$ cat src/rtl/regfile_scoreboard.sv
// regfile_scoreboard: parametrised register file with per-register busy
// scoreboard, write-to-read bypass and a configurable number of read ports.

// One combinational read port: zero-register override, then bypass, then array.
module regfile_rd_port #(
  parameter int XLEN     = 32,
  parameter int NREG     = 32,
  parameter int ZERO_REG = 1,
  parameter int AW       = $clog2(NREG)
) (
  input  logic [NREG*XLEN-1:0] mem,
  input  logic [NREG-1:0]      busy,
  input  logic [AW-1:0]        raddr,
  input  logic                 wr_en,
  input  logic [AW-1:0]        waddr,
  input  logic [XLEN-1:0]      wdata,
  output logic [XLEN-1:0]      rdata,
  output logic                 rbusy
);
  logic is_zero;

  assign is_zero = (ZERO_REG != 0) && (raddr == '0);

  // Hardwired zero beats bypass; bypass beats stored state.
  always_comb begin
    rdata = mem[int'(raddr)*XLEN +: XLEN];
    rbusy = busy[raddr];
    if (is_zero) begin
      rdata = '0;
      rbusy = 1'b0;
    end else if (wr_en && (waddr == raddr)) begin
      rdata = wdata;
      rbusy = 1'b0;
    end
  end
endmodule

module regfile_scoreboard #(
  parameter  int XLEN     = 32,
  parameter  int NREG     = 32,
  parameter  int NRD      = 2,
  parameter  int ZERO_REG = 1,
  localparam int AW       = $clog2(NREG)
) (
  input  logic              clock,
  input  logic              reset,
  input  logic [NRD*AW-1:0] raddr,
  output logic [NRD*XLEN-1:0] rdata,
  output logic [NRD-1:0]    rbusy,
  input  logic              wr_en,
  input  logic [AW-1:0]     waddr,
  input  logic [XLEN-1:0]   wdata,
  input  logic              iss_en,
  input  logic [AW-1:0]     iss_addr,
  output logic              iss_ok,
  output logic [NREG-1:0]   busy_vec,
  output logic              err
);
  logic [NREG-1:0][XLEN-1:0] mem;
  logic [NREG-1:0]           busy;
  logic [NREG-1:0]           busy_nxt;
  logic                      wr_hit;
  logic                      iss_fire;

  // Writes and issues to the hardwired zero register are dropped here, so
  // entry 0 stays zero and never busy without extra read-side logic.
  assign wr_hit   = wr_en && !((ZERO_REG != 0) && (waddr == '0));
  // A retiring write to the same register frees it for re-issue this cycle.
  assign iss_ok   = !busy[iss_addr] || (wr_en && (waddr == iss_addr));
  assign iss_fire = iss_en && iss_ok && !((ZERO_REG != 0) && (iss_addr == '0));
  assign busy_vec = busy;

  // Next scoreboard: writeback clears, issue sets; set wins on a collision.
  always_comb begin
    busy_nxt = busy;
    if (wr_hit)   busy_nxt[waddr]    = 1'b0;
    if (iss_fire) busy_nxt[iss_addr] = 1'b1;
  end

  // Data array update.
  always_ff @(posedge clock or posedge reset) begin
    if (reset)       mem        <= '0;
    else if (wr_hit) mem[waddr] <= wdata;
  end

  // Scoreboard update.
  always_ff @(posedge clock or posedge reset) begin
    if (reset) busy <= '0;
    else       busy <= busy_nxt;
  end

  // Sticky error: writeback to a register nobody issued. A same-edge re-issue
  // of that register does not count as a stray write.
  always_ff @(posedge clock or posedge reset) begin
    if (reset) err <= 1'b0;
    else if (wr_hit && !busy[waddr] && !(iss_fire && (iss_addr == waddr)))
      err <= 1'b1;
  end

  for (genvar g = 0; g < NRD; g++) begin : g_rd
    regfile_rd_port #(
      .XLEN(XLEN), .NREG(NREG), .ZERO_REG(ZERO_REG), .AW(AW)
    ) u_rd (
      .mem   (mem),
      .busy  (busy),
      .raddr (raddr[g*AW +: AW]),
      .wr_en (wr_en),
      .waddr (waddr),
      .wdata (wdata),
      .rdata (rdata[g*XLEN +: XLEN]),
      .rbusy (rbusy[g])
    );
  end
endmodule

$ cat config.mk
export PLATFORM = sky130hd
export DESIGN_NAME = regfile_scoreboard
export DESIGN_NICKNAME = d
export VERILOG_FILES = /design/src/rtl/regfile_scoreboard.sv
export SDC_FILE = /design/constraint.sdc
export NUM_CORES = 2
export LEC_CHECK = 0
export CAP_MARGIN = 20
export CORE_MARGIN = 5
export CORE_UTILIZATION = 65
export CTS_BUF_LIST = sky130_fd_sc_hd__clkbuf_4
export DETAILED_ROUTE_END_ITERATION = 12
export PLACE_DENSITY = 0.95
export SLEW_MARGIN = 20
export SYNTH_ARGS = -nofsm -noshare
export SYNTH_HDL_FRONTEND = slang
export SYNTH_SLANG_ARGS = --single-unit
$ cat constraint.sdc
create_clock -name clock -period 58.7 [get_ports clock]
set_input_delay 17.61 -clock clock [delete_from_list [all_inputs] [get_ports clock]]
set_output_delay 17.61 -clock clock [all_outputs]
set_load 0.1 [all_outputs]
==> impl_metrics.py <==
metrics = {
    "sta": {
        "finalHoldViolCount": 0,
        "whs_ps": 397,
        "skew_ps": 90.2,
        "grt_setup_unrepaired": "false",
        "fin_setup_tns_ps": 0,
        "maxSlewViolCount": 0,
        "worst_pin_slew_ps": 1350,
        "relSlewSlack_pct": 9.72,
        "finalSetupViolCount": 0,
        "period_minus_slack_ps": 40600,
        "finalCritPeriodShare_pct": 69.2,
        "max_clock_freq_mhz": 24.6,
    },
    "finish": {
        "layout-drive-gt1-share_pct": 48.7,
        "syn_to_final_growth_pct": 8.72,
        "nets": 4114,
        "fin_cells": 5416,
        "final_common_cell": "dfrtp_1",
        "final_cell_mix": "dfrtp_1 (1057), mux2_2 (1019), mux4_2 (458)",
        "final_area_um2": 63300,
    },
    "power": {
        "cellPowerDensity_nw_per_um2": 35.4,
        "ir_worst_vdd_uv": 27.3,
        "cellLeakagePower_nw": 27.7,
        "total_power_mw": 2.24,
    },
    "worst_setup_path": {
        "worst_setup_path_start_kind": "input pin",
        "cp.required_ps": 41090,
        "end_kind": "output pin",
        "crit_buf_inv": 5,
        "critPathArrivalTime_ps": 22990,
        "max_stage_delay_ps": 1150,
        "slowest_stage": "clkdlybuf4s50_1",
        "criticalPathCategory": "in -> out",
        "critPathTopFamily": "buffers and inverters",
        "rrSetupSlack_ps": 56520,
        "cp_cell_sequence": "buf_6 -> buf_4 -> buf_4 -> xor2_1 -> nor3_1 -> nand4_1 -> nand2_2 -> buf_4 -> a211oi_1 -> a211o_1 -> clkdlybuf4s50_1",
        "cpMostUsedCell": "buf_4",
        "crit_path_max_fanout": 49,
    },
    "synthesis": {
        "synth_edf_count": 0,
        "synth-async-reset-ratio_pct": 100,
        "yosysWarnings": 0,
        "syn_nets": 4034,
        "syn-cell-area_um2": 58200,
        "synth_cell_types": 56,
        "avgSynthCellArea_um2": 14.6,
        "yosys_register_bits": 1057,
        "synth_top_flop_cell": "dfrtp_1",
        "syn_inst": 3978,
        "yosysSeqAreaShare_pct": 45.4,
    },
    "placed_design": {
        "placed_area_um2": 59900,
        "dp_hpwl_mm": 99.2,
        "routabilityCongestion": 0.869,
        "portBuffers": 155,
        "dp.cells": 4933,
    },
    "clock_network": {
        "cts_hold_buf": 0,
        "numCtsBuffers": 288,
        "clk_pin_slew_ps": 60,
        "post_cts_buffers": 0,
        "clkSinkCount": 1057,
        "clockBufferDepth": 4,
        "cts_max_level": 5,
        "cts_resized": 0,
        "cts_root_buf": "clkbuf_4",
        "cts_tree": "built",
        "clk-insertion-delay-late_ps": 1170,
    },
    "global_route": {
        "antenna_found_initial": 6,
        "grt_usage_pct": 39.4,
        "grt-ovfl-total": 0,
        "grt_pass1_vias": 45569,
        "grt_pass1_wl_mm": 283,
        "grt_max_degree": 184,
    },
    "routing": {
        "wire_per_inst_um": 34.5,
        "vias": 42076,
        "drt_iter0_markers": 6409,
        "dr.pass1.iters": 6,
        "wirelength_mm": 187,
        "ant_nets": 0,
        "vias_per_cell": 7.77,
        "remaining_drc_errors": 0,
    },
    "min_path": {
        "hold_path.class": "reg -> reg",
    },
    "floorplanning": {
        "fp-row-count": 109,
        "core_um2": 88600,
        "initial_utilization_pct": 65.7,
        "ios": 156,
        "dieArea_um2": 95600,
        "die_height_um": 309,
        "die_x_um": 309,
    },
    "flow_run": {
        "max_cap_violations": 0,
    },
    "outcome": {
        "status": "complete, no violations",
    },
}
[final timing paths]
path                              startpoint      endpoint  cells after the start
worst min register to register       mem[30]       mem[30]                      0
max in group asynchronous              reset      mem[788]                      6
worst max register to register  busy_vec[16]  busy_vec[24]                      7
worst max-delay path                raddr[2]      rdata[0]                     11
min in group asynchronous              reset      mem[642]                      2
worst min-delay path                 mem[30]       mem[30]                      0
[kinds of logic after synthesis]
logic type	after synthesis	share of synthesized area [%]
DFF	1057	45.4
buffers and inverters	478	4.16
muxes	1744	42.6
xor gates and xnor gates	15	0.226
AOI/OAI and AO/OA	365	4.85
and+or+nand+nor	319	2.76
[cell type report]
| type | count | area [um^2] |
|---|---|---|
| inverter | 14 | 60.1 |
| clock buffer | 407 | 3060 |
| fill | 4958 | 25400 |
| multi-input combinational | 2443 | 29600 |
| antenna | 7 | 17.5 |
| tap | 1165 | 1460 |
| sequential | 1057 | 26500 |
| timing repair buffer | 254 | 2350 |
| clock inverter | 69 | 342 |
[registers in the layout (all words and copies together) (netlist names)]
signal and count:
mem 1024, busy_vec 32, err 1
[through the flow]
stage	utilization (%)	setup slack, ps
2_1_floorplan	-	11340
3_3_place_gp	67.5	18320
3_5_place_dp	67.6	18290
4_1_cts	71.4	18200
5_1_grt	71.4	17750
6_report	71.4	18100
[layer usage]
| metal | global-route usage, % | vias to the layer above | share of wire (%) |
|---|---|---|---|
| met3 | 15.8 | 1432 | 15 |
| met5 | 0 | - | 0.012 |
| met1 | 47.4 | 20832 | 31 |
| li1 | - | 15754 | - |
| met4 | 29.9 | 4 | 9.7 |
| met2 | 57.6 | 4054 | 44 |
[where the power goes]
part	leakage, nW	total (mW)	internal, mW	switching (mW)
clock network	2.04	0.657	0.331	0.327
logic	12.1	0.589	0.284	0.305
registers	13.6	0.992	0.867	0.125
[cell usage after synthesis, types with 5 or more instances]
| cell type | number | area [um^2] |
|---|---|---|
| a211oi_1 | 58 | 435 |
| nor3b_1 | 13 | 97.6 |
| inv_1 | 13 | 48.8 |
| nor2_1 | 82 | 308 |
| buf_2 | 148 | 741 |
| nor3_1 | 32 | 160 |
| a221oi_1 | 85 | 744 |
| nand2_1 | 77 | 289 |
| a21oi_1 | 43 | 215 |
| buf_1 | 44 | 165 |
| dfrtp_1 | 1057 | 26500 |
| mux4_2 | 458 | 10300 |
| xnor2_1 | 5 | 43.8 |
| buf_4 | 45 | 338 |
| buf_6 | 21 | 236 |
| a211o_1 | 29 | 254 |
| xor2_1 | 10 | 87.6 |
| nor2b_1 | 39 | 244 |
| o21ai_0 | 28 | 140 |
| clkbuf_1 | 197 | 739 |
| buf_8 | 6 | 90.1 |
| and3_1 | 6 | 37.5 |
| mux4_1 | 19 | 499 |
| o211ai_1 | 27 | 203 |
| or2_2 | 6 | 37.5 |
| nand2b_1 | 21 | 131 |
| mux2i_1 | 248 | 2480 |
| a32o_1 | 44 | 440 |
| nand3_1 | 18 | 90.1 |
| a22oi_1 | 29 | 218 |
| mux2_2 | 1019 | 11500 |
Power figures use the tool's default switching activity.
